==> src/rtl/sw_event_pkg.sv <==
// Shared definitions for the switch event conditioner and the downstream
// coin/credit state machine that consumes its command codes.
package sw_event_pkg;

    localparam int N_SW = 5;

    localparam logic [N_SW-1:0] CMD_4   = 5'b00001;
    localparam logic [N_SW-1:0] CMD_8   = 5'b00010;
    localparam logic [N_SW-1:0] CMD_12  = 5'b00100;
    localparam logic [N_SW-1:0] CMD_SUB = 5'b01000;
    localparam logic [N_SW-1:0] CMD_RST = 5'b10000;

    typedef enum logic {
        IDLE = 1'b0,
        HOLD = 1'b1
    } state_t;

    function automatic logic is_onehot(input logic [N_SW-1:0] v);
        return (v != '0) && ((v & (v - N_SW'(1))) == '0);
    endfunction

endpackage

==> src/rtl/sw_debounce.sv <==
// One switch bit: 2-flop synchroniser followed by a stable-run debounce counter.
// The debounced level only moves after DEBOUNCE_CYCLES consecutive mismatching cycles.
module sw_debounce #(
    parameter int DEBOUNCE_CYCLES = 500000,
    parameter int CNT_W           = $clog2(DEBOUNCE_CYCLES) + 1
) (
    input  logic clk,
    input  logic rst_n,
    input  logic sw,
    output logic sw_db
);

    localparam logic [CNT_W-1:0] CNT_LAST = CNT_W'(DEBOUNCE_CYCLES - 1);

    logic             sync_p0;
    logic             sync_p1;
    logic [CNT_W-1:0] cnt;

    always_ff @(posedge clk or negedge rst_n) begin
        if (!rst_n) begin
            sync_p0 <= 1'b0;
            sync_p1 <= 1'b0;
            cnt     <= '0;
            sw_db   <= 1'b0;
        end else begin
            sync_p0 <= sw;
            sync_p1 <= sync_p0;
            // A single matching cycle discards the whole run collected so far.
            if (sync_p1 == sw_db) begin
                cnt <= '0;
            end else if (cnt == CNT_LAST) begin
                sw_db <= sync_p1;
                cnt   <= '0;
            end else begin
                cnt <= cnt + CNT_W'(1);
            end
        end
    end

endmodule

==> src/rtl/sw_event_conditioner.sv <==
// Turns debounced board switches into one-cycle, one-hot command pulses,
// issuing at most one decision per press and waiting for a full release.
module sw_event_conditioner
    import sw_event_pkg::*;
#(
    parameter int DEBOUNCE_CYCLES = 500000,
    parameter int CNT_W           = $clog2(DEBOUNCE_CYCLES) + 1
) (
    input  logic            CLOCK_50,
    input  logic            RESET_N,
    input  logic [N_SW-1:0] SW,
    output logic            evt_valid,
    output logic [N_SW-1:0] evt_code,
    output logic            evt_err,
    output logic            busy,
    output logic [N_SW-1:0] sw_db
);

    state_t state;

    for (genvar i = 0; i < N_SW; i++) begin : g_db
        sw_debounce #(
            .DEBOUNCE_CYCLES(DEBOUNCE_CYCLES),
            .CNT_W          (CNT_W)
        ) u_db (
            .clk  (CLOCK_50),
            .rst_n(RESET_N),
            .sw   (SW[i]),
            .sw_db(sw_db[i])
        );
    end

    always_ff @(posedge CLOCK_50 or negedge RESET_N) begin
        if (!RESET_N) begin
            state     <= IDLE;
            evt_valid <= 1'b0;
            evt_err   <= 1'b0;
            busy      <= 1'b0;
            evt_code  <= '0;
        end else begin
            evt_valid <= 1'b0;
            evt_err   <= 1'b0;
            case (state)
                IDLE: begin
                    if (sw_db != '0) begin
                        state <= HOLD;
                        busy  <= 1'b1;
                        // The reset switch wins over any other bits pressed with it.
                        if (sw_db[N_SW-1]) begin
                            evt_valid <= 1'b1;
                            evt_code  <= CMD_RST;
                        end else if (is_onehot(sw_db)) begin
                            evt_valid <= 1'b1;
                            evt_code  <= sw_db;
                        end else begin
                            evt_err <= 1'b1;
                        end
                    end
                end
                HOLD: begin
                    if (sw_db == '0) begin
                        state <= IDLE;
                        busy  <= 1'b0;
                    end
                end
                default: state <= IDLE;
            endcase
        end
    end

endmodule

==> config.mk <==
export PLATFORM = sky130hd
export DESIGN_NAME = sw_event_conditioner
export DESIGN_NICKNAME = d
export VERILOG_FILES = /design/src/rtl/sw_event_pkg.sv /design/src/rtl/sw_debounce.sv /design/src/rtl/sw_event_conditioner.sv
export SDC_FILE = /design/constraint.sdc
export NUM_CORES = 1
export LEC_CHECK = 0
export CAP_MARGIN = 20
export CORE_ASPECT_RATIO = 0.8
export CORE_MARGIN = 1
export CORE_UTILIZATION = 59
export CTS_CLUSTER_DIAMETER = 150
export DETAILED_ROUTE_END_ITERATION = 10
export MAX_ROUTING_LAYER = met4
export PLACE_DENSITY = 0.8
export SLEW_MARGIN = 25
export SYNTH_ARGS = -nofsm -noshare
export SYNTH_HDL_FRONTEND = slang
export SYNTH_SLANG_ARGS = --single-unit
==> constraint.sdc <==
create_clock -name CLOCK_50 -period 2.55 [get_ports CLOCK_50]
set_input_delay 0.51 -clock CLOCK_50 [delete_from_list [all_inputs] [get_ports CLOCK_50]]
set_output_delay 0.51 -clock CLOCK_50 [all_outputs]
set_load 0.02 [all_outputs]
==> results of run 1 <==
[critical path, delay by kind of cell (launching register included)]
kind             cells  cell delay (ns)
and+or+nand+nor      3             1.48
DFF                  1             0.43
muxes                1             0.38
[layout make-up]
type	count	area, um^2
fillers	677	2800
well taps	136	170
clock inverters	14	171
repair buffers	33	305
multi-input cells	432	2700
clock buffers	18	429
flip-flops and latches	124	3100
inverters	16	60.1
[logic make-up after synthesis]
kind of cell	after synthesis	synth area share (%)
adders and majority gates	7	1.47
xor gates and xnor gates	80	11.7
AOI/OAI and AO/OA	42	4.57
buffers and inverters	39	2.91
DFF	124	52.0
muxes	14	2.54
and+or+nand+nor	289	24.8
[per-stage QoR]
step	instances	setup slack, ns	total power [mW]
floorplan	595	0.335	2.11
global placement	741	0.204	2.18
detailed placement	741	0.186	2.19
CTS	773	0.156	4.62
global route	773	0.0964	4.72
finish	773	0.142	4.59
[registers in the layout, indices dropped and copies added (netlist names)]
register           cells
g_db.u_db.sync_p1      5
g_db.u_db.sw_db        5
state                  1
evt_err                1
g_db.u_db.cnt        100
evt_code               5
busy                   1
g_db.u_db.sync_p0      5
evt_valid              1
[synth_stat cells (all sizes together)]
cell type,count,share of area [%]
or2,5,0.52
xnor2,52,7.6
o31ai,5,0.63
or3,5,0.52
nor4b,5,0.73
nor2b,3,0.31
o211ai,1,0.13
dfrtp,124,52
or4b,4,0.67
nor3,21,1.8
nor2,93,5.8
nor4,29,3.0
nand2,37,2.3
o41ai,2,0.73
nand3,31,2.6
a31o,2,0.29
ha,7,1.5
nand4,32,3.4
a21oi,16,1.3
or4,10,1.3
and2,2,0.21
o21ai,14,1.2
and4,7,1.0
clkbuf,16,1.0
and3,4,0.42
mux2,9,1.7
o2bb2ai,1,0.15
inv,16,1.0
buf,7,0.90
a21o,1,0.13
mux2i,5,0.84
xor2,28,4.1
nor4bb,1,0.17
[power breakdown]
group	switching [mW]	leakage (nW)	internal [mW]
sequential	0.0273	1.70	2.00
combinational	0.0846	0.804	0.0446
clock	0.900	0.275	1.54
[routing by layer]
metal  track usage [%]  share of wire, %  up-vias
li1                  -                 -     2150
met1              34.2                46     2268
met2              42.0                48      130
met3              6.74               4.9       27
met4              9.63               1.8        0
met5                 -                 0        -
[final timing paths]
kind                                                start                              to  slack (ns)
setup / recovery           g_db[3].u_db.cnt[12]$_DFF_PN0_  g_db[3].u_db.sw_db$_DFFE_PN0P_        0.14
hold / removal                                    RESET_N   g_db[3].u_db.cnt[1]$_DFF_PN0_        0.17
setup reg to reg           g_db[3].u_db.cnt[12]$_DFF_PN0_  g_db[3].u_db.sw_db$_DFFE_PN0P_        0.14
hold reg to reg            g_db[2].u_db.sync_p0$_DFF_PN0_  g_db[2].u_db.sync_p1$_DFF_PN0_        0.35
max in group asynchronous                         RESET_N  g_db[0].u_db.cnt[17]$_DFF_PN0_        1.66
min in group CLOCK_50      g_db[2].u_db.sync_p0$_DFF_PN0_  g_db[2].u_db.sync_p1$_DFF_PN0_        0.35
==> reports/results.md, run 1 <==
| Metric | Reported |
| --- | --- |
| DIE WIDTH | 114 um |
| Die height | 92.0 um |
| Critical Path Max Stage Delay | 0.58 ns |
| Via count of the first global-routing pass | 4,509 |
| Total count of hold-check failures in the final report | 0 |
| Final standard cell area without fillers | 6930 um^2 |
| Number of gates resized after cts | 0 |
| Power per Cell Area | 662 nW/um^2 |
| Final-layout setup total negative slack | 0 ns |
| Cell area reported after detailed placement | 6330 um^2 |
| P_leak | 2.78 nW |
| Required time worst endpoint | 2.85 ns |
| Total clock sinks | 124 |
| Avg WL per Cell | 15.9 um |
| First-pass GRT wire length | 21,100 um |
| Number of antenna violations at the first check in global routing | 0 |
| Starting utilization of the core area | 61.4% |
| Post-route clock period utilization | 94.4% |
| Number of top-level design ports | 20 |
| Total routed wirelength | 12,300 um |
| Kind of end point of the critical path | register |
| Register-to-Register Path Depth | 4 |
| Net count after synthesis | 609 |
| Row Count | 32 |
| Run status | complete, no violations |
| Number of failing setup endpoints in the final timing report | 0 |
| Via count normalized by instance count | 5.92 |
| Top fanout value on the critical path | 5 |
| Last weighted congestion value of the routability-driven placer | 0.849 |
| CTS Buf Count | 17 |
| Classification of the worst-slack hold path | in -> async |
| Timing-limited maximum frequency | 415 MHz |
| IR Drop Worst-Case VDD | 474 uV |
| Drt drc | 0 |
| Worst Path Arrival | 2.70 ns |
| Count of different cell masters after synthesis | 39 |
| Maximum count of clock buffers along a single path | 2 |
| Worst-skew pair later-pin latency | 0.41 ns |
| Slowest-stage cell, CP | sky130_fd_sc_hd__or4_4 |
| Number of iterations in the first detailed-routing pass | 5 |
| Worst hold margin | 0.165 ns |
| Post-synthesis sequential area ratio | 52.0% |
| Normalized max-slew margin | 48.6% |
| Worst-Margin Slew | 0.772 ns |
| Antenna viol nets, final | 0 |
| Growth of design area from synthesis to finish | 16.1% |
| Number of max-cap violations | 0 |
| Maximum level of the CTS H-tree | 4 |
| Number of diodes | 0 |
| CTS tree | built |
| Unrepaired setup endpoints after global routing | no |
| CTS Hold Bufs | 0 |
| Clock Pin Slew Worst Setup and Hold Paths | 0.06 ns |
| Number of input and output port buffers inserted | 19 |
| Maximum number of pins on one net before global-route repair | 60 |
| Initial DRC count | 345 |
| Setup fix buffers added after clock tree synthesis | 0 |
| Fraction of final layout cells with drive strength greater than 1 | 10.4% |
| Cells after synthesis | 595 |
| Most common library cell in the layout ignoring fill and taps | sky130_fd_sc_hd__dfrtp_1 |
| Core Area | 9730 um^2 |
| Most frequent cells in the layout | sky130_fd_sc_hd__dfrtp_1 (124), sky130_fd_sc_hd__nor2_1 (93), sky130_fd_sc_hd__xnor2_1 (52) |
| Startpoint Class | register |
| Total gr overflow | 0 |
| Root buffer selected by CTS | sky130_fd_sc_hd__clkbuf_16 |
| Total count of max-transition violations in the final report | 0 |
| Total of warnings raised by yosys | 0 |
| Final-stage net count | 638 |
| Via total after detailed routing | 4,575 |
| Area of the die | 10,500 um^2 |
| HPWL after detailed placement | 8110 um |
| WS Path Type | reg -> reg |
| Cells along the critical path | or4b_1 > or4_4 > nor4_1 > mux2_2 |
| Average cell area after synthesis | 10.0 um^2 |
| Register bit total from synthesis | 124 |
| All-Layer GR Usage | 26.9% |
| Cell area after synthesis | 5970 um^2 |
| Minimum clock period | 2.41 ns |
| Layout Skew | 0.00630 ns |
| End-of-flow core utilization | 71.3% |
No activity file was read; power rests on OpenSTA's default activity.
==> run 2, diff against run 1 <==
Settings changed: PLACE_DENSITY 0.8 to 0.77.
==> reports/results.md, run 2 (synthesis results as in run 1) <==
| Metric | Reported | vs previous |
| --- | --- | --- |
| P_leak | 2.81 nW | was 2.78 nW |
| Register-to-Register Path Depth | 4 | unchanged |
| CTS Buf Count | 17 | unchanged |
| Minimum clock period | 2.37 ns | was 2.41 ns |
| Power per Cell Area | 682 nW/um^2 | was 662 nW/um^2 |
| Timing-limited maximum frequency | 422 MHz | was 415 MHz |
| Number of antenna violations at the first check in global routing | 0 | unchanged |
| Critical path launch point | g_db[3].u_db.cnt[12]$_DFF_PN0_ | unchanged |
| Total count of hold-check failures in the final report | 0 | unchanged |
| Flip-flop count of the largest register, all copies and words added | 100 | unchanged |
| First-pass GRT wire length | 20,600 um | was 21,100 um |
| Classification of the worst-slack hold path | in -> async | unchanged |
| Total clock sinks | 124 | unchanged |
| Unrepaired setup endpoints after global routing | no | unchanged |
| Flop2flop setup slack | 0.18 ns | was 0.14 ns |
| CTS tree | built | unchanged |
| Die height | 92.0 um | unchanged |
| DIE WIDTH | 114 um | unchanged |
| Pre-CTS setup slack | 0.0732 ns | was 0.186 ns |
| Row Count | 32 | unchanged |
| Total gr overflow | 0 | unchanged |
| Worst-skew pair later-pin latency | 0.41 ns | about the same |
| Number of diodes | 0 | unchanged |
| Maximum level of the CTS H-tree | 4 | unchanged |
| Clock Pin Slew Worst Setup and Hold Paths | 0.05 ns | was 0.06 ns |
| Avg WL per Cell | 15.3 um | was 15.9 um |
| Number of failing setup endpoints in the final timing report | 0 | unchanged |
| Launching point of the worst reg2reg path | g_db[3].u_db.cnt[12]$_DFF_PN0_ | unchanged |
| Cell area reported after detailed placement | 6330 um^2 | unchanged |
| Via count normalized by instance count | 5.73 | was 5.92 |
| Area of the die | 10,500 um^2 | unchanged |
| All-Layer GR Usage | 26.0% | was 26.9% |
| Last weighted congestion value of the routability-driven placer | 0.876 | was 0.849 |
| Layout Skew | 0.00731 ns | was 0.00630 ns |
| Required time worst endpoint | 2.84 ns | was 2.85 ns |
| IR Drop Worst-Case VDD | 461 uV | was 474 uV |
| Most frequent cells in the layout | sky130_fd_sc_hd__dfrtp_1 (124), sky130_fd_sc_hd__nor2_1 (93), sky130_fd_sc_hd__xnor2_1 (52) | unchanged |
| Via count of the first global-routing pass | 4,323 | was 4,509 |
| Starting utilization of the core area | 61.4% | unchanged |
| Number of input and output port buffers inserted | 19 | unchanged |
| Via total after detailed routing | 4,429 | was 4,575 |
| Number of max-cap violations | 0 | unchanged |
| Fraction of final layout cells with drive strength greater than 1 | 9.73% | was 10.4% |
| Worst-Margin Slew | 0.612 ns | was 0.772 ns |
| Growth of design area from synthesis to finish | 16.8% | was 16.1% |
| Kind of end point of the critical path | register | unchanged |
| Antenna viol nets, final | 0 | unchanged |
| Number of top-level design ports | 20 | unchanged |
| Most common library cell in the layout ignoring fill and taps | sky130_fd_sc_hd__dfrtp_1 | unchanged |
| End-of-flow core utilization | 71.7% | was 71.3% |
| Number of iterations in the first detailed-routing pass | 5 | unchanged |
| Post-route clock period utilization | 92.9% | was 94.4% |
| Core Area | 9730 um^2 | unchanged |
| Setup fix buffers added after clock tree synthesis | 0 | unchanged |
| Final standard cell area without fillers | 6980 um^2 | was 6930 um^2 |
| Final critical-path setup slack | 0.180 ns | was 0.142 ns |
| Final-layout setup total negative slack | 0 ns | unchanged |
| HPWL after detailed placement | 7950 um | was 8110 um |
| WS Path Type | reg -> reg | unchanged |
| Total routed wirelength | 11,800 um | was 12,300 um |
| Top fanout value on the critical path | 5 | unchanged |
| Capturing instance or port of the critical path | g_db[3].u_db.sw_db$_DFFE_PN0P_ | unchanged |
| Initial DRC count | 328 | was 345 |
| Final-stage net count | 638 | unchanged |
| Number of fill cells in the layout | 717 | was 677 |
| Maximum number of pins on one net before global-route repair | 55 | was 60 |
| Normalized max-slew margin | 58.8% | was 48.6% |
| Worst r2r dst | g_db[3].u_db.sw_db$_DFFE_PN0P_ | unchanged |
| Run status | complete, no violations | unchanged |
| DP Cell Count | 741 | unchanged |
| Startpoint Class | register | unchanged |
| Drt drc | 0 | unchanged |
| Most flops, register | g_db.u_db.cnt | unchanged |
| Final cell count without fillers | 773 | unchanged |
| Root buffer selected by CTS | sky130_fd_sc_hd__clkbuf_16 | unchanged |
| Maximum count of clock buffers along a single path | 2 | unchanged |
| Worst Path Arrival | 2.66 ns | was 2.70 ns |
| Total count of max-transition violations in the final report | 0 | unchanged |
[run 2: worst min path at each step]
stage,cells past startpoint,endpoint,from,slack (ns)
after floorplan,0,busy$_DFFE_PN0P_,RESET_N,0.21
after global placement,0,g_db[2].u_db.sync_p1$_DFF_PN0_,g_db[2].u_db.sync_p0$_DFF_PN0_,0.33
after detailed placement,0,g_db[2].u_db.sync_p1$_DFF_PN0_,g_db[2].u_db.sync_p0$_DFF_PN0_,0.34
after CTS,1,g_db[4].u_db.cnt[3]$_DFF_PN0_,RESET_N,0.12
after global routing,1,g_db[4].u_db.cnt[12]$_DFF_PN0_,RESET_N,0.14
final,1,g_db[4].u_db.cnt[12]$_DFF_PN0_,RESET_N,0.10
[run 2: layout make-up]
type	count	area, um^2	share of cell area, %
multi-input combinational	432	2700	38.7
tap	136	170	2.44
timing repair buffer	33	305	4.38
sequential	124	3100	44.5
clock inverter	7	160	2.30
clock buffer	25	475	6.82
inverter	16	60.1	0.861
[run 2: critical path, stage by stage (launching register included)]
cell and delay [ns]:
sky130_fd_sc_hd__dfrtp_1 0.41, sky130_fd_sc_hd__or4b_1 0.54, sky130_fd_sc_hd__or4_4 0.57, sky130_fd_sc_hd__nor4_2 0.34
sky130_fd_sc_hd__mux2_2 0.39
[run 2: repair_timing]
| item | in CTS | in global routing |
|---|---|---|
| hold buffers | 0 | 0 |
| endpoints found under the setup margin | 1 | 0 |
| endpoints found under the hold margin | 0 | 0 |
| resized for setup | 1 | 0 |
[run 2: layer usage]
layer  up-vias  share of wire, %  track usage [%]
li1       2151                 -                -
met3        18               3.7             5.82
met2        88                50             41.4
met5         -                 0                -
met4         0               1.1             8.87
met1      2172                45             33.1
[run 2: through the flow]
stage,hold WS [ns],total power [mW]
floorplan,0.214,2.11
global placement,0.332,2.18
detailed placement,0.340,2.19
CTS,0.124,4.80
global route,0.141,4.90
finish,0.103,4.75
[run 2: power breakdown]
group          total, mW  switching, mW  internal [mW]
logic              0.131         0.0863         0.0447
clock network       2.60          0.814           1.78
registers           2.03         0.0278           2.00
==> run 3, diff against run 2 <==
Settings changed: CTS_CLUSTER_DIAMETER 150 to 60, PLACE_DENSITY 0.77 to 0.8.
==> results of run 3 <==
Same layout as run 1: the final DEF is identical, and so are final timing and power.
